$ cat src/rtl/clock_pkg.sv
// rtl/clock_pkg.sv - shared state, field encodings and BCD limits for time setting
package clock_pkg;

  typedef enum logic [1:0] {
    RUN    = 2'd0,
    EDIT_H = 2'd1,
    EDIT_M = 2'd2,
    COMMIT = 2'd3
  } state_t;

  localparam logic [1:0] FIELD_NONE    = 2'b00;
  localparam logic [1:0] FIELD_HOURS   = 2'b01;
  localparam logic [1:0] FIELD_MINUTES = 2'b10;

  localparam logic [7:0] BCD_ZERO  = 8'h00;
  localparam logic [7:0] HR24_MAX  = 8'h23;
  localparam logic [7:0] HR12_MIN  = 8'h01;
  localparam logic [7:0] HR12_MAX  = 8'h12;
  localparam logic [7:0] HR12_NOON_PREV = 8'h11;
  localparam logic [7:0] MIN_MAX   = 8'h59;

  function automatic logic bcd_ok(input logic [7:0] v);
    return (v[7:4] <= 4'd9) && (v[3:0] <= 4'd9);
  endfunction

  // Packed BCD compares are monotonic once both digits are known valid.
  function automatic logic [7:0] sanitize_hour(input logic [7:0] h, input logic fmt12);
    if (fmt12)
      return (bcd_ok(h) && h >= HR12_MIN && h <= HR12_MAX) ? h : HR12_MAX;
    return (bcd_ok(h) && h <= HR24_MAX) ? h : BCD_ZERO;
  endfunction

  function automatic logic [7:0] sanitize_minute(input logic [7:0] m);
    return (bcd_ok(m) && m <= MIN_MAX) ? m : BCD_ZERO;
  endfunction

endpackage

$ cat src/rtl/time_set_ctrl_if.sv
// rtl/time_set_ctrl_if.sv - button, live-time and shadow/set signals of the time-set controller
interface time_set_ctrl_if;
  logic       btn_mode;
  logic       btn_inc;
  logic       btn_dec;
  logic       btn_fmt;
  logic [3:0] cur_h1, cur_h0, cur_m1, cur_m0;
  logic       cur_am_pm;
  logic       set;
  logic [3:0] set_h1, set_h0, set_m1, set_m0;
  logic       set_am_pm;
  logic       mode_12h;
  logic [1:0] edit_field;
  logic       blink;

  modport master (
    output btn_mode, btn_inc, btn_dec, btn_fmt,
    output cur_h1, cur_h0, cur_m1, cur_m0, cur_am_pm,
    input  set, set_h1, set_h0, set_m1, set_m0, set_am_pm,
    input  mode_12h, edit_field, blink
  );

  modport slave (
    input  btn_mode, btn_inc, btn_dec, btn_fmt,
    input  cur_h1, cur_h0, cur_m1, cur_m0, cur_am_pm,
    output set, set_h1, set_h0, set_m1, set_m0, set_am_pm,
    output mode_12h, edit_field, blink
  );
endinterface

$ cat src/rtl/bcd_step.sv
// rtl/bcd_step.sv - combinational 2-digit BCD increment/decrement with lo/hi wrap
module bcd_step (
  input  logic [7:0] val,
  input  logic       inc,
  input  logic       dec,
  input  logic [7:0] lo,
  input  logic [7:0] hi,
  output logic [7:0] nxt,
  output logic       wrap
);
  always_comb begin
    nxt  = val;
    wrap = 1'b0;
    if (inc && !dec) begin
      if (val >= hi) begin
        nxt  = lo;
        wrap = 1'b1;
      end else if (val[3:0] == 4'd9) begin
        nxt = {val[7:4] + 4'd1, 4'd0};
      end else begin
        nxt = {val[7:4], val[3:0] + 4'd1};
      end
    end else if (dec && !inc) begin
      if (val <= lo) begin
        nxt  = hi;
        wrap = 1'b1;
      end else if (val[3:0] == 4'd0) begin
        nxt = {val[7:4] - 4'd1, 4'd9};
      end else begin
        nxt = {val[7:4], val[3:0] - 4'd1};
      end
    end
  end
endmodule

$ cat src/rtl/time_set_ctrl.sv
// rtl/time_set_ctrl.sv - capture/edit/commit sequencer for the clock's hour and minute counters
module time_set_ctrl
  import clock_pkg::*;
#(
  parameter int unsigned SET_HOLD  = 4,
  parameter int unsigned TIMEOUT   = 1024,
  parameter int unsigned BLINK_DIV = 64
) (
  input logic           clk,
  input logic           rst,
  time_set_ctrl_if.slave bus
);
  localparam int HW = $clog2(SET_HOLD + 1);
  localparam int TW = $clog2(TIMEOUT + 1);
  localparam int BW = $clog2(BLINK_DIV + 1);
  localparam logic [HW-1:0] HOLD_LAST  = HW'(SET_HOLD - 1);
  localparam logic [TW-1:0] IDLE_LAST  = TW'(TIMEOUT - 1);
  localparam logic [BW-1:0] BLINK_LAST = BW'(BLINK_DIV - 1);

  state_t        state;
  logic [HW-1:0] hold_cnt;
  logic [TW-1:0] idle_cnt;
  logic [BW-1:0] blink_cnt;
  logic [7:0]    sh_h, sh_m, h_nxt, m_nxt, h_lo, h_hi;
  logic          am_pm, set_q, mode_12h_q, blink_q;
  logic [1:0]    field_q;
  logic          step_inc, step_dec, any_btn, ampm_flip;
  logic          h_wrap_unused, m_wrap_unused;

  // Mode wins over a step; inc together with dec cancels out.
  assign step_inc  = bus.btn_inc & ~bus.btn_dec & ~bus.btn_mode;
  assign step_dec  = bus.btn_dec & ~bus.btn_inc & ~bus.btn_mode;
  assign any_btn   = bus.btn_mode | bus.btn_inc | bus.btn_dec | bus.btn_fmt;
  assign h_lo      = mode_12h_q ? HR12_MIN : BCD_ZERO;
  assign h_hi      = mode_12h_q ? HR12_MAX : HR24_MAX;
  assign ampm_flip = mode_12h_q & ((step_inc & (sh_h == HR12_NOON_PREV)) |
                                   (step_dec & (sh_h == HR12_MAX)));

  bcd_step u_hour (.val(sh_h), .inc(step_inc), .dec(step_dec), .lo(h_lo), .hi(h_hi),
                   .nxt(h_nxt), .wrap(h_wrap_unused));
  bcd_step u_min  (.val(sh_m), .inc(step_inc), .dec(step_dec), .lo(BCD_ZERO), .hi(MIN_MAX),
                   .nxt(m_nxt), .wrap(m_wrap_unused));

  always_ff @(posedge clk or posedge rst) begin
    if (rst) begin
      state      <= RUN;
      set_q      <= 1'b0;
      sh_h       <= BCD_ZERO;
      sh_m       <= BCD_ZERO;
      am_pm      <= 1'b0;
      mode_12h_q <= 1'b0;
      field_q    <= FIELD_NONE;
      blink_q    <= 1'b0;
      hold_cnt   <= '0;
      idle_cnt   <= '0;
      blink_cnt  <= '0;
    end else begin
      case (state)
        RUN: begin
          if (bus.btn_fmt) mode_12h_q <= ~mode_12h_q;
          if (bus.btn_mode) begin
            state     <= EDIT_H;
            sh_h      <= sanitize_hour({bus.cur_h1, bus.cur_h0}, mode_12h_q);
            sh_m      <= sanitize_minute({bus.cur_m1, bus.cur_m0});
            am_pm     <= bus.cur_am_pm;
            field_q   <= FIELD_HOURS;
            blink_q   <= 1'b1;
            blink_cnt <= '0;
            idle_cnt  <= '0;
          end
        end
        EDIT_H, EDIT_M: begin
          if (blink_cnt == BLINK_LAST) begin
            blink_cnt <= '0;
            blink_q   <= ~blink_q;
          end else begin
            blink_cnt <= blink_cnt + BW'(1);
          end
          if (any_btn) begin
            idle_cnt <= '0;
          end else if (idle_cnt == IDLE_LAST) begin
            // Abandoned edit: drop the shadow, never touch the counters.
            state   <= RUN;
            sh_h    <= BCD_ZERO;
            sh_m    <= BCD_ZERO;
            am_pm   <= 1'b0;
            field_q <= FIELD_NONE;
            blink_q <= 1'b0;
          end else begin
            idle_cnt <= idle_cnt + TW'(1);
          end
          if (bus.btn_mode) begin
            if (state == EDIT_H) begin
              state     <= EDIT_M;
              field_q   <= FIELD_MINUTES;
              blink_q   <= 1'b1;
              blink_cnt <= '0;
            end else begin
              state    <= COMMIT;
              set_q    <= 1'b1;
              hold_cnt <= '0;
              field_q  <= FIELD_NONE;
              blink_q  <= 1'b0;
            end
          end else if (state == EDIT_H) begin
            sh_h <= h_nxt;
            if (ampm_flip) am_pm <= ~am_pm;
          end else begin
            sh_m <= m_nxt;
          end
        end
        COMMIT: begin
          if (hold_cnt == HOLD_LAST) begin
            state <= RUN;
            set_q <= 1'b0;
          end else begin
            hold_cnt <= hold_cnt + HW'(1);
          end
        end
        default: state <= RUN;
      endcase
    end
  end

  assign bus.set        = set_q;
  assign bus.set_h1     = sh_h[7:4];
  assign bus.set_h0     = sh_h[3:0];
  assign bus.set_m1     = sh_m[7:4];
  assign bus.set_m0     = sh_m[3:0];
  assign bus.set_am_pm  = am_pm;
  assign bus.mode_12h   = mode_12h_q;
  assign bus.edit_field = field_q;
  assign bus.blink      = blink_q;
endmodule

$ cat src/flat_wrapper.sv
// flat-port wrapper written by rule: the top's interface ports become plain ports
module time_set_ctrl_flat import clock_pkg::*;
#(
  parameter int unsigned SET_HOLD  = 4,
  parameter int unsigned TIMEOUT   = 1024,
  parameter int unsigned BLINK_DIV = 64
)
  (clk, rst, bus_btn_mode, bus_btn_inc, bus_btn_dec, bus_btn_fmt, bus_cur_h1, bus_cur_h0, bus_cur_m1, bus_cur_m0, bus_cur_am_pm, bus_set, bus_set_h1, bus_set_h0, bus_set_m1, bus_set_m0, bus_set_am_pm, bus_mode_12h, bus_edit_field, bus_blink);
  time_set_ctrl_if bus_i ();
  input logic clk;
  input logic rst;
  input wire logic [$bits(bus_i.btn_mode)-1:0] bus_btn_mode;
  input wire logic [$bits(bus_i.btn_inc)-1:0] bus_btn_inc;
  input wire logic [$bits(bus_i.btn_dec)-1:0] bus_btn_dec;
  input wire logic [$bits(bus_i.btn_fmt)-1:0] bus_btn_fmt;
  input wire logic [$bits(bus_i.cur_h1)-1:0] bus_cur_h1;
  input wire logic [$bits(bus_i.cur_h0)-1:0] bus_cur_h0;
  input wire logic [$bits(bus_i.cur_m1)-1:0] bus_cur_m1;
  input wire logic [$bits(bus_i.cur_m0)-1:0] bus_cur_m0;
  input wire logic [$bits(bus_i.cur_am_pm)-1:0] bus_cur_am_pm;
  output wire logic [$bits(bus_i.set)-1:0] bus_set;
  output wire logic [$bits(bus_i.set_h1)-1:0] bus_set_h1;
  output wire logic [$bits(bus_i.set_h0)-1:0] bus_set_h0;
  output wire logic [$bits(bus_i.set_m1)-1:0] bus_set_m1;
  output wire logic [$bits(bus_i.set_m0)-1:0] bus_set_m0;
  output wire logic [$bits(bus_i.set_am_pm)-1:0] bus_set_am_pm;
  output wire logic [$bits(bus_i.mode_12h)-1:0] bus_mode_12h;
  output wire logic [$bits(bus_i.edit_field)-1:0] bus_edit_field;
  output wire logic [$bits(bus_i.blink)-1:0] bus_blink;
  assign bus_i.btn_mode = bus_btn_mode;
  assign bus_i.btn_inc = bus_btn_inc;
  assign bus_i.btn_dec = bus_btn_dec;
  assign bus_i.btn_fmt = bus_btn_fmt;
  assign bus_i.cur_h1 = bus_cur_h1;
  assign bus_i.cur_h0 = bus_cur_h0;
  assign bus_i.cur_m1 = bus_cur_m1;
  assign bus_i.cur_m0 = bus_cur_m0;
  assign bus_i.cur_am_pm = bus_cur_am_pm;
  assign bus_set = bus_i.set;
  assign bus_set_h1 = bus_i.set_h1;
  assign bus_set_h0 = bus_i.set_h0;
  assign bus_set_m1 = bus_i.set_m1;
  assign bus_set_m0 = bus_i.set_m0;
  assign bus_set_am_pm = bus_i.set_am_pm;
  assign bus_mode_12h = bus_i.mode_12h;
  assign bus_edit_field = bus_i.edit_field;
  assign bus_blink = bus_i.blink;
  time_set_ctrl #(.SET_HOLD(SET_HOLD), .TIMEOUT(TIMEOUT), .BLINK_DIV(BLINK_DIV)) u_core (.clk(clk), .rst(rst), .bus(bus_i));
endmodule
$ cat config.mk
export PLATFORM = sky130hd
export DESIGN_NAME = time_set_ctrl_flat
export DESIGN_NICKNAME = d
export VERILOG_FILES = /design/src/rtl/clock_pkg.sv /design/src/rtl/time_set_ctrl_if.sv /design/src/rtl/bcd_step.sv /design/src/rtl/time_set_ctrl.sv /design/src/flat_wrapper.sv
export SDC_FILE = /design/constraint.sdc
export NUM_CORES = 1
export LEC_CHECK = 0
export ABC_AREA = 1
export CAP_MARGIN = 20
export CORE_MARGIN = 2
export CORE_UTILIZATION = 30
export CTS_CLUSTER_SIZE = 10
export DETAILED_ROUTE_END_ITERATION = 7
export GPL_TIMING_DRIVEN = 1
export HOLD_SLACK_MARGIN = 0.12
export PLACE_DENSITY = 0.49
export SLEW_MARGIN = 15
export SYNTH_ARGS = -nofsm -noshare
export SYNTH_HDL_FRONTEND = slang
export SYNTH_SLANG_ARGS = --single-unit
$ cat constraint.sdc
create_clock -name clk -period 2.6 [get_ports clk]
set_clock_uncertainty 0.2 [all_clocks]
set_input_delay 0.26 -clock clk [delete_from_list [all_inputs] [get_ports clk]]
set_output_delay 0.26 -clock clk [all_outputs]
set_load 0.01 [all_outputs]
Word-level counts from Yosys, hierarchy flattened
Cells that the tools add are included.
- $add $sub $neg: 11
- bitwise logic cells: 17
- multipliers: 0
- shifts and indexed selects: 0
- multiplexer cells: 75
- equal/unequal tests: 24
- order comparisons: 12
- divide/modulo/power cells: 0
- reduce and logical (&&, ||, !) cells: 27
- operators by type and width (kind ; number):
    8-bit two-way mux ; 27
    11-bit two-way mux ; 3
    8-bit case mux with 2 select lines ; 2
    7-bit two-way mux ; 4
    11-bit case mux with 2 select lines ; 1
    1-bit two-way mux ; 20
    4-bit by 1-bit adder with 4-bit output, second input constant ; 4
    8-bit by 5-bit equality test with 1-bit output, second input constant ; 2
    4-bit less-or-equal comparator, second input constant ; 4
    4-bit AND reduction ; 4
    4-bit by 1-bit subtractor with 4-bit output, second input constant ; 4
    2-bit two-way mux ; 7
    7-bit case mux with 2 select lines ; 1
    6-bit by 5-bit inequality test with 1-bit output, second input constant ; 2
    6-bit inequality test, second input constant ; 2
    11-bit by 1-bit adder with 11-bit output, second input constant ; 1
    11-bit by 10-bit equality test with 1-bit output, second input constant ; 1
    5-bit AND reduction ; 2
    3-bit two-way mux ; 3
    3-bit AND reduction ; 3
    4-bit equality test, second input constant ; 2
    8-bit by 1-bit >= comparator with 1-bit output, second input constant ; 1
    8-bit by 7-bit >= comparator with 1-bit output, second input constant ; 1
    8-bit >= comparator ; 1
    32 further kinds ; 64
- latch bits: 0
- memories kept: 0
- input bits: 23
- flip-flop bits (word level): 45
- memory bits (read-only): 0
- memory bits (writable): 0

Longest topological paths before layout
Gate-level depths: netlist of the first run.
- depth in word-level cells: 10
- gate-level depth with buffers: 14

Cells and area by module
From an unflattened synthesis of the first run, not the netlist that was laid out.
- cell total of the unflattened synthesis: 758
- area total of the unflattened synthesis: 4922.2 um2
- modules (own cells, without submodules) (module ; times used ; seq. area each (um2) ; area an instance (um2) ; cells an instance):
    time_set_ctrl ; 1 ; 1126.1 ; 2732.6 ; 368
    bcd_step ; 2 ; 0.0 ; 1094.8 ; 195

Least setup slack after synthesis of the first run
No wires, ideal clock.
- path type: reg2reg
- from: register u_core.mode_12h_q, in the netlist u_core.bus.mode_12h
- to: register u_core.sh_h[4]
- period minus slack after synthesis: 2.158 ns
- setup time: 0.117 ns
- data required time: 2.283 ns
- data arrival time: 1.840 ns
- setup slack: 0.442 ns
- cell stages (with the launch flop): 15
- buffers on the path: 0
- cell sequence: dfrtp_1 clkinv_1 ha_1 inv_1 nand2_1 nand2_1 nand2_1 nand2_1 nand4_1 nand2_1 nand2_2 nand2_2 inv_2 nor2_1 nor2_1
- elaborated cells between the ends (all ways): 19
- those cells by class: order compare (2); eq/ne (2); mux (14); reduce/logical (1)
- RTL lines (element ; line ; source):
    start: declaration ; time_set_ctrl.sv:25 ; logic am_pm, set_q, mode_12h_q, blink_q;
    start signal: assignment ; time_set_ctrl.sv:60 ; if (bus.btn_fmt) mode_12h_q <= ~mode_12h_q;
    6-bit two-way mux * ; time_set_ctrl.sv:35 ; assign h_hi = mode_12h_q ? HR12_MAX : HR24_MAX;
    named net u_core.h_hi[0] ; time_set_ctrl.sv:24 ; logic [7:0] sh_h, sh_m, h_nxt, m_nxt, h_lo, h_hi;
    8-bit >= comparator * ; bcd_step.sv:15 ; if (val >= hi) begin
    8-bit two-way mux ; bcd_step.sv:15 ;
    8-bit two-way mux ; bcd_step.sv:14 ; if (inc && !dec) begin
    8-bit two-way mux ; time_set_ctrl.sv:105 ; end else if (state == EDIT_H) begin
    8-bit two-way mux ; time_set_ctrl.sv:92 ; if (bus.btn_mode) begin
    8-bit case mux with 2 select lines ; time_set_ctrl.sv:58 ; case (state)
    end signal: assignment ; time_set_ctrl.sv:63 ; sh_h <= sanitize_hour({bus.cur_h1, bus.cur_h0}, mode_12h_q);
    end signal: assignment ; time_set_ctrl.sv:106 ; sh_h <= h_nxt;
    end: declaration ; time_set_ctrl.sv:24 ;
The timed path passes the listed nets; every way through them passes the cells marked *. The select of a mux whose other input is x is not followed.
A chain may end at the register's enable or synchronous reset.

Worst setup path after layout of the first run
- from: register u_core.mode_12h_q, in the netlist u_core.bus.mode_12h
- to: register u_core.sh_h[6]
The elaborated chain is that of the path after synthesis.

==> results.yml, run 1 <==
layout:
  seqCellArea_sq_um: 1130
  multiInputGateArea_sq_um: 2240
  diodes: 0
  fillers: 1278
  final_util_pct: 37.9
  area_growth_pct: 22.5
  fin_area_sq_um: 4570
  layout-drive-gt1-share_pct: 10.0
  finalNetCount: 660
yosys:
  yosys_warnings: 0
  synth_cell_types: 38
  synth_top_area_share_pct: 30.2
  netlist_top_cells_area: "dfrtp_1 (30%), nand2_1 (15%), nor2_1 (8.2%)"
  synth_fp_nets: 608
  seq_area_frac_synth_pct: 30.2
  yosysTopAreaCell: "dfrtp_1"
  postSynthAreaPerCell_sq_um: 6.58
  synth.cell_area_sq_um: 3730
  yosys_register_bits: 45
  netlist_instances: 567
worst_setup_path:
  cp_slowest_stage_delay_ps: 430
  slowest_stage: "dfrtp_1"
  critPathKind: "reg2reg"
  critPathArrivalTime_ps: 2230
  required_ps: 2580
  cp-start-kind: "register"
  end_kind: "register"
  crit_fanout: 5
  cp_cell_sequence: "clkinv_1 -> ha_1 -> inv_1 -> nor2_1 -> nor2_2 -> nand2_2 -> nand2_1 -> inv_1 -> nand3_1 -> nand2_1 -> o21ai_0 -> o21ai_0"
timing:
  drv_slew: 0
  finalCritPeriodShare_pct: 86.5
  maxSlewHeadroom_pct: 69.8
  clock.fmax_ghz: 0.444
  finalSetupTns_ps: 0
  setup_violations: 0
  worstMarginPinSlew_ps: 452
  hold_viol: 0
  rsz0062_at_grt: "no"
  fin_ws_ps: 350
  min_period_ps: 2250
route:
  wl_per_cell_um: 13.0
  vias: 3655
  ant_nets: 0
  drtIter0Drc: 157
  drc: 0
  routed_wl_mm: 10.3
  drt_pass1_iterations: 5
  viasPerCell: 4.64
global_route:
  grt_pass1_wl_mm: 17.3
  grt_max_degree: 22
  grtUsageMet1_pct: 21.4
  grt_pass1_vias: 3583
  grt_util_met2_pct: 27.0
  antenna_found_initial: 0
  overflow: 0
  use_met3_pct: 2.46
  grt.total_usage_pct: 16.1
  grt_most_used_layer: "met2"
power_and_ir_drop:
  total_power_mw: 4.76
  netSwitchingFraction_pct: 48.3
  p_seq_share_pct: 24.8
  intPower_mw: 2.46
  combPwrFrac_pct: 58.6
  p_clk_share_pct: 16.6
  vdd_drop_max_uv: 289
  pwr_density_cell_nw_per_um2: 1040
  p_switching_mw: 2.30
  leakagePower_nw: 2.23
placement:
  place_ws_ps: 220
  place_area_sq_um: 4380
  place_hpwl_mm: 7.86
  portBuffers: 44
  gp_congestion: 0.860
clock_network:
  htreeDepth: 2
  cts_num_sinks: 45
  insertion_delay_ps: 300
  ctsResizeCount: 0
  root_buffer: "clkbuf_16"
  tritoncts: "done"
  cts_buffers: 5
  clock_path_buffers: 2
  clk_pin_slew_worst_paths_ps: 70
die:
  top_level_ports: 45
  core-area_sq_um: 12100
  die_area_sq_um: 13300
  row_count: 40
  dieHeight_um: 116
  die_x_um: 116
  start_util_pct: 30.9
flow_run:
  cap_violations: 0
status:
  status: "finished clean"
hold_path:
  hp-class: "reg2reg"
## through the flow
stage	hold slack, ps	instances
after floorplan	211	567
after global placement	270	779
after detailed placement	281	779
after CTS	290	788
after global routing	315	788
final	292	788
## flip-flops by register name, summed over array words and instances, names as in the netlist
| name | flops |
|---|---|
| u_core.idle_cnt | 11 |
| u_core.sh_h | 8 |
| u_core.sh_m | 8 |
| u_core.blink_cnt | 7 |
| u_core.hold_cnt | 3 |
| u_core.bus.edit_field | 2 |
| u_core.state | 2 |
| u_core.bus.blink | 1 |
| u_core.bus.mode_12h | 1 |
| u_core.bus.set | 1 |
| u_core.bus.set_am_pm | 1 |
## power by group through the flow
stage	combinational (mW)	clock (mW)	sequential (mW)
after floorplan	1.92	0	1.16
after global placement	2.78	0	1.20
after detailed placement	2.78	0	1.19
after CTS	2.79	0.807	1.18
after global routing	3.15	0.834	1.22
final	2.79	0.792	1.18
## layout make-up
cell class / instances / area share, %
multi-input combinational: 434 / 49.0
clock inverter: 2 / 0.821
timing repair buffer: 55 / 11.5
tap: 168 / 4.60
inverter: 78 / 6.41
clock buffer: 6 / 3.04
sequential: 45 / 24.6
## critical path, delay by kind of cell, from the launching register on
family                     cells  cell delay (ps)
adders and majority gates      1              320
buffers and inverters          3              310
and+or+nand+nor                6              600
DFF                            1              430
AOI/OAI and AO/OA              2              280
## path summary, 6_finish.rpt
path | depth (start not counted) | from | to | slack [ps]
max | 12 | u_core.bus.mode_12h | u_core.sh_h[6] | 350
max reg2reg | 12 | u_core.bus.mode_12h | u_core.sh_h[6] | 350
min | 1 | u_core.hold_cnt[0] | u_core.hold_cnt[0] | 290
max in group asynchronous | 4 | rst | u_core.idle_cnt[10] | 950
min reg2reg | 1 | u_core.hold_cnt[0] | u_core.hold_cnt[0] | 290
min in group asynchronous | 3 | rst | u_core.state[1] | 650
## layer usage
metal / wire length, um / vias to the layer above
li1: - / 1913
met1: 4940 / 1662
met4: 195 / 0
met5: 0 / -
met3: 351 / 17
met2: 4770 / 63
## cell usage after synthesis
cell and count:
nand2_1 151, nor2_1 81, inv_1 64, nand3_1 48, dfrtp_1 45, a21oi_1 39
ha_1 18, o21ai_0 18, inv_2 13, nand2_2 11, xor2_1 11, nand4_1 8
nor2_2 7, nor3_1 6, nand2_4 5, o22ai_1 5, buf_6 4, clkbuf_1 3
nor2_4 3, o31ai_1 3, a31oi_1 2, nor2_8 2, nor4_1 2, o211ai_1 2
o21ai_1 2, xnor2_1 2, a22o_1 1, and2_1 1, buf_1 1, buf_2 1
buf_4 1, clkinv_1 1, mux2i_1 1, nand3_4 1, nor3_2 1, o21a_1 1
o21bai_1 1, o22a_1 1
## kinds of logic (layout without fill, tap and decap cells)
group           Yosys count  after routing  share of synthesized area, %
simple gates            327            327                          39.7
buf+inv                  88            141                          9.80
compound gates           75             75                          11.0
flops                    45             45                          30.2
fa+ha+maj                18             18                          6.04
xor+xnor                 13             13                          3.05
mux                       1              1                         0.268
## cells in the final DEF (no fill, tap or decap), types with 2 or more instances in the layout
cell type          n
nand2_4            5
ha_1              18
dfrtp_1           45
nor4_1             2
nor2_1            81
xor2_1            11
o211ai_1           2
nor2_4             3
a21oi_1           39
inv_1             63
nor3_1             6
o21ai_0           18
clkdlybuf4s50_1   44
nand2_1          151
buf_4             10
inv_2             14
xnor2_1            2
o21ai_1            2
a31oi_1            2
o31ai_1            3
o22ai_1            5
nand3_1           48
nand4_1            8
clkbuf_16          5
nand2_2           11
nor2_8             2
nor2_2             7
## what timing repair did
action,4_1_cts,5_1_grt
hold buffers,1,0
buffers inserted,0,0
hold endpoints to repair,19,0
Note: power is estimated with default switching activity, not from simulation.
==> run 2, diff against run 1 <==
Settings changed: GPL_ROUTABILITY_DRIVEN set to 0.
==> results of run 2 <==
No change in the layout: final DEF, timing and power equal those of run 1.
==> RTL edit, RTL diff (flow settings as in run 2) <==
`BLINK_DIV` is set to 64 in 2 places; all go to 128.
--- a/src/rtl/time_set_ctrl.sv
+++ b/src/rtl/time_set_ctrl.sv
@@ -4,7 +4,7 @@
 #(
   parameter int unsigned SET_HOLD  = 4,
   parameter int unsigned TIMEOUT   = 1024,
-  parameter int unsigned BLINK_DIV = 64
+  parameter int unsigned BLINK_DIV = 128
 ) (
   input logic           clk,
   input logic           rst,
--- a/src/flat_wrapper.sv
+++ b/src/flat_wrapper.sv
@@ -3,7 +3,7 @@
 #(
   parameter int unsigned SET_HOLD  = 4,
   parameter int unsigned TIMEOUT   = 1024,
-  parameter int unsigned BLINK_DIV = 64
+  parameter int unsigned BLINK_DIV = 128
 )
   (clk, rst, bus_btn_mode, bus_btn_inc, bus_btn_dec, bus_btn_fmt, bus_cur_h1, bus_cur_h0, bus_cur_m1, bus_cur_m0, bus_cur_am_pm, bus_set, bus_set_h1, bus_set_h0, bus_set_m1, bus_set_m0, bus_set_am_pm, bus_mode_12h, bus_edit_field, bus_blink);
   time_set_ctrl_if bus_i ();
Function: same outputs for any inputs over 4 cycles, from zero or initial values and one cycle with rst high; that may be too few to reach the edited logic, so the function may still have changed.
==> RTL edit against run 2 <==
Non-clock buffer count grew 1. Hold slack got worse by 0.17 ns. Routed wire length rose by 3.1%. Worst setup slack lost 0.040 ns. Cell area increased by 1.2%. Synthesized area grew 2.9%. First-iteration DRC count grew 5.1%. Sequential cell count up 1. Total power is 0.87% lower. Critical endpoint is now u_core.sh_m[5]. Largest cell class unchanged. Highest routed layer unchanged.
==> RTL edit: results (changes against run 2) <==
stage,metric,value,unit,change
placed_design,hpwl,7.954,mm,+1.2%
placed_design,dp_cells,788,,+1.2%
finish,final_cell_count_no_fill,796,,+1.0%
placed_design,post_dp_cell_area,4481,um2,+2.2%
finish,share_of_cell_area_taken_by_multi_input_logic_gates,49.58,%,+0.59 points
synth,synthesis.instances,577,,+1.8%
finish,layout.nonclk_buf_share,11.75,%,+0.25 points
detailed_routing,detail_route.iter0.violations,165,,+5.1%
synth,synth.mux.area_fraction,0,%,-0.27 points
finish,n_multi_input_combinational_cell,441,,+1.6%
finish,multiInputGateArea,2292,um2,+2.4%
synth,synth-compound-area-share,12.36,%,+1.4 points
synth,yosysSeqAreaShare,30.00,%,-0.19 points
detailed_routing,via_count,3727,,+2.0%
finish,seqAreaFraction,24.90,%,+0.25 points
detailed_routing,met3_length,269,um,-23%
synth,synth_area_leaders,"sky130_fd_sc_hd__dfrtp_1 30%, sky130_fd_sc_hd__nand2_1 17%, sky130_fd_sc_hd__nor2_1 6.4%, sky130_fd_sc_hd__nand3_1 6.1%, sky130_fd_sc_hd__inv_1 6.1%",,
placed_design,placement_setup_slack,0.1161,ns,-0.1043 ns
run_status,outcome,completed,,
pwr,p_comb_share,60.6,%,+2.0 points
global_route,groute.layer.met3.usage,2.317,%,-0.14 points
global_route,grt_usage,16.35,%,+0.22 points
detailed_routing,wirelength_routed,10.57,mm,+3.1%
synth,number_of_library_cell_types_mapped_by_synthesis,39,,+2.6%
timing,timing.max_slew.rel_slack,65.56,%,-4.3 points
global_route,use_met1,22.75,%,+1.4 points
finish,clk_share,3.085,%,-0.78 points
synth,synth.net_count,618,,+1.6%
worst_setup_path,max_stage_delay,0.41,ns,-0.02 ns
synth,synth.top_cells.by_count,"175 x sky130_fd_sc_hd__nand2_1, 65 x sky130_fd_sc_hd__nor2_1, 62 x sky130_fd_sc_hd__inv_1",,
-- RTL edit: cell count changes after synthesis, moves of 5 or more --
cell / change
sky130_fd_sc_hd__nand2_1: +24
sky130_fd_sc_hd__nor2_1: -16
sky130_fd_sc_hd__a21oi_1: -7
sky130_fd_sc_hd__nand2_2: -6
sky130_fd_sc_hd__o21ai_1: +6
sky130_fd_sc_hd__nand2_4: -5
-- RTL edit: path summary, 6_finish.rpt --
kind                                     from             endpoint  slack, ns  cells after the start
max                           u_core.state[0]       u_core.sh_m[5]       0.31                     10
min                                       rst  u_core.blink_cnt[0]       0.12                      2
max in group asynchronous                 rst       u_core.sh_h[7]       1.56                      3
min in group clk           u_core.hold_cnt[2]   u_core.hold_cnt[2]       0.29                      2
min reg2reg                u_core.hold_cnt[2]   u_core.hold_cnt[2]       0.29                      2
max reg2reg                   u_core.state[0]       u_core.sh_m[5]       0.31                     10
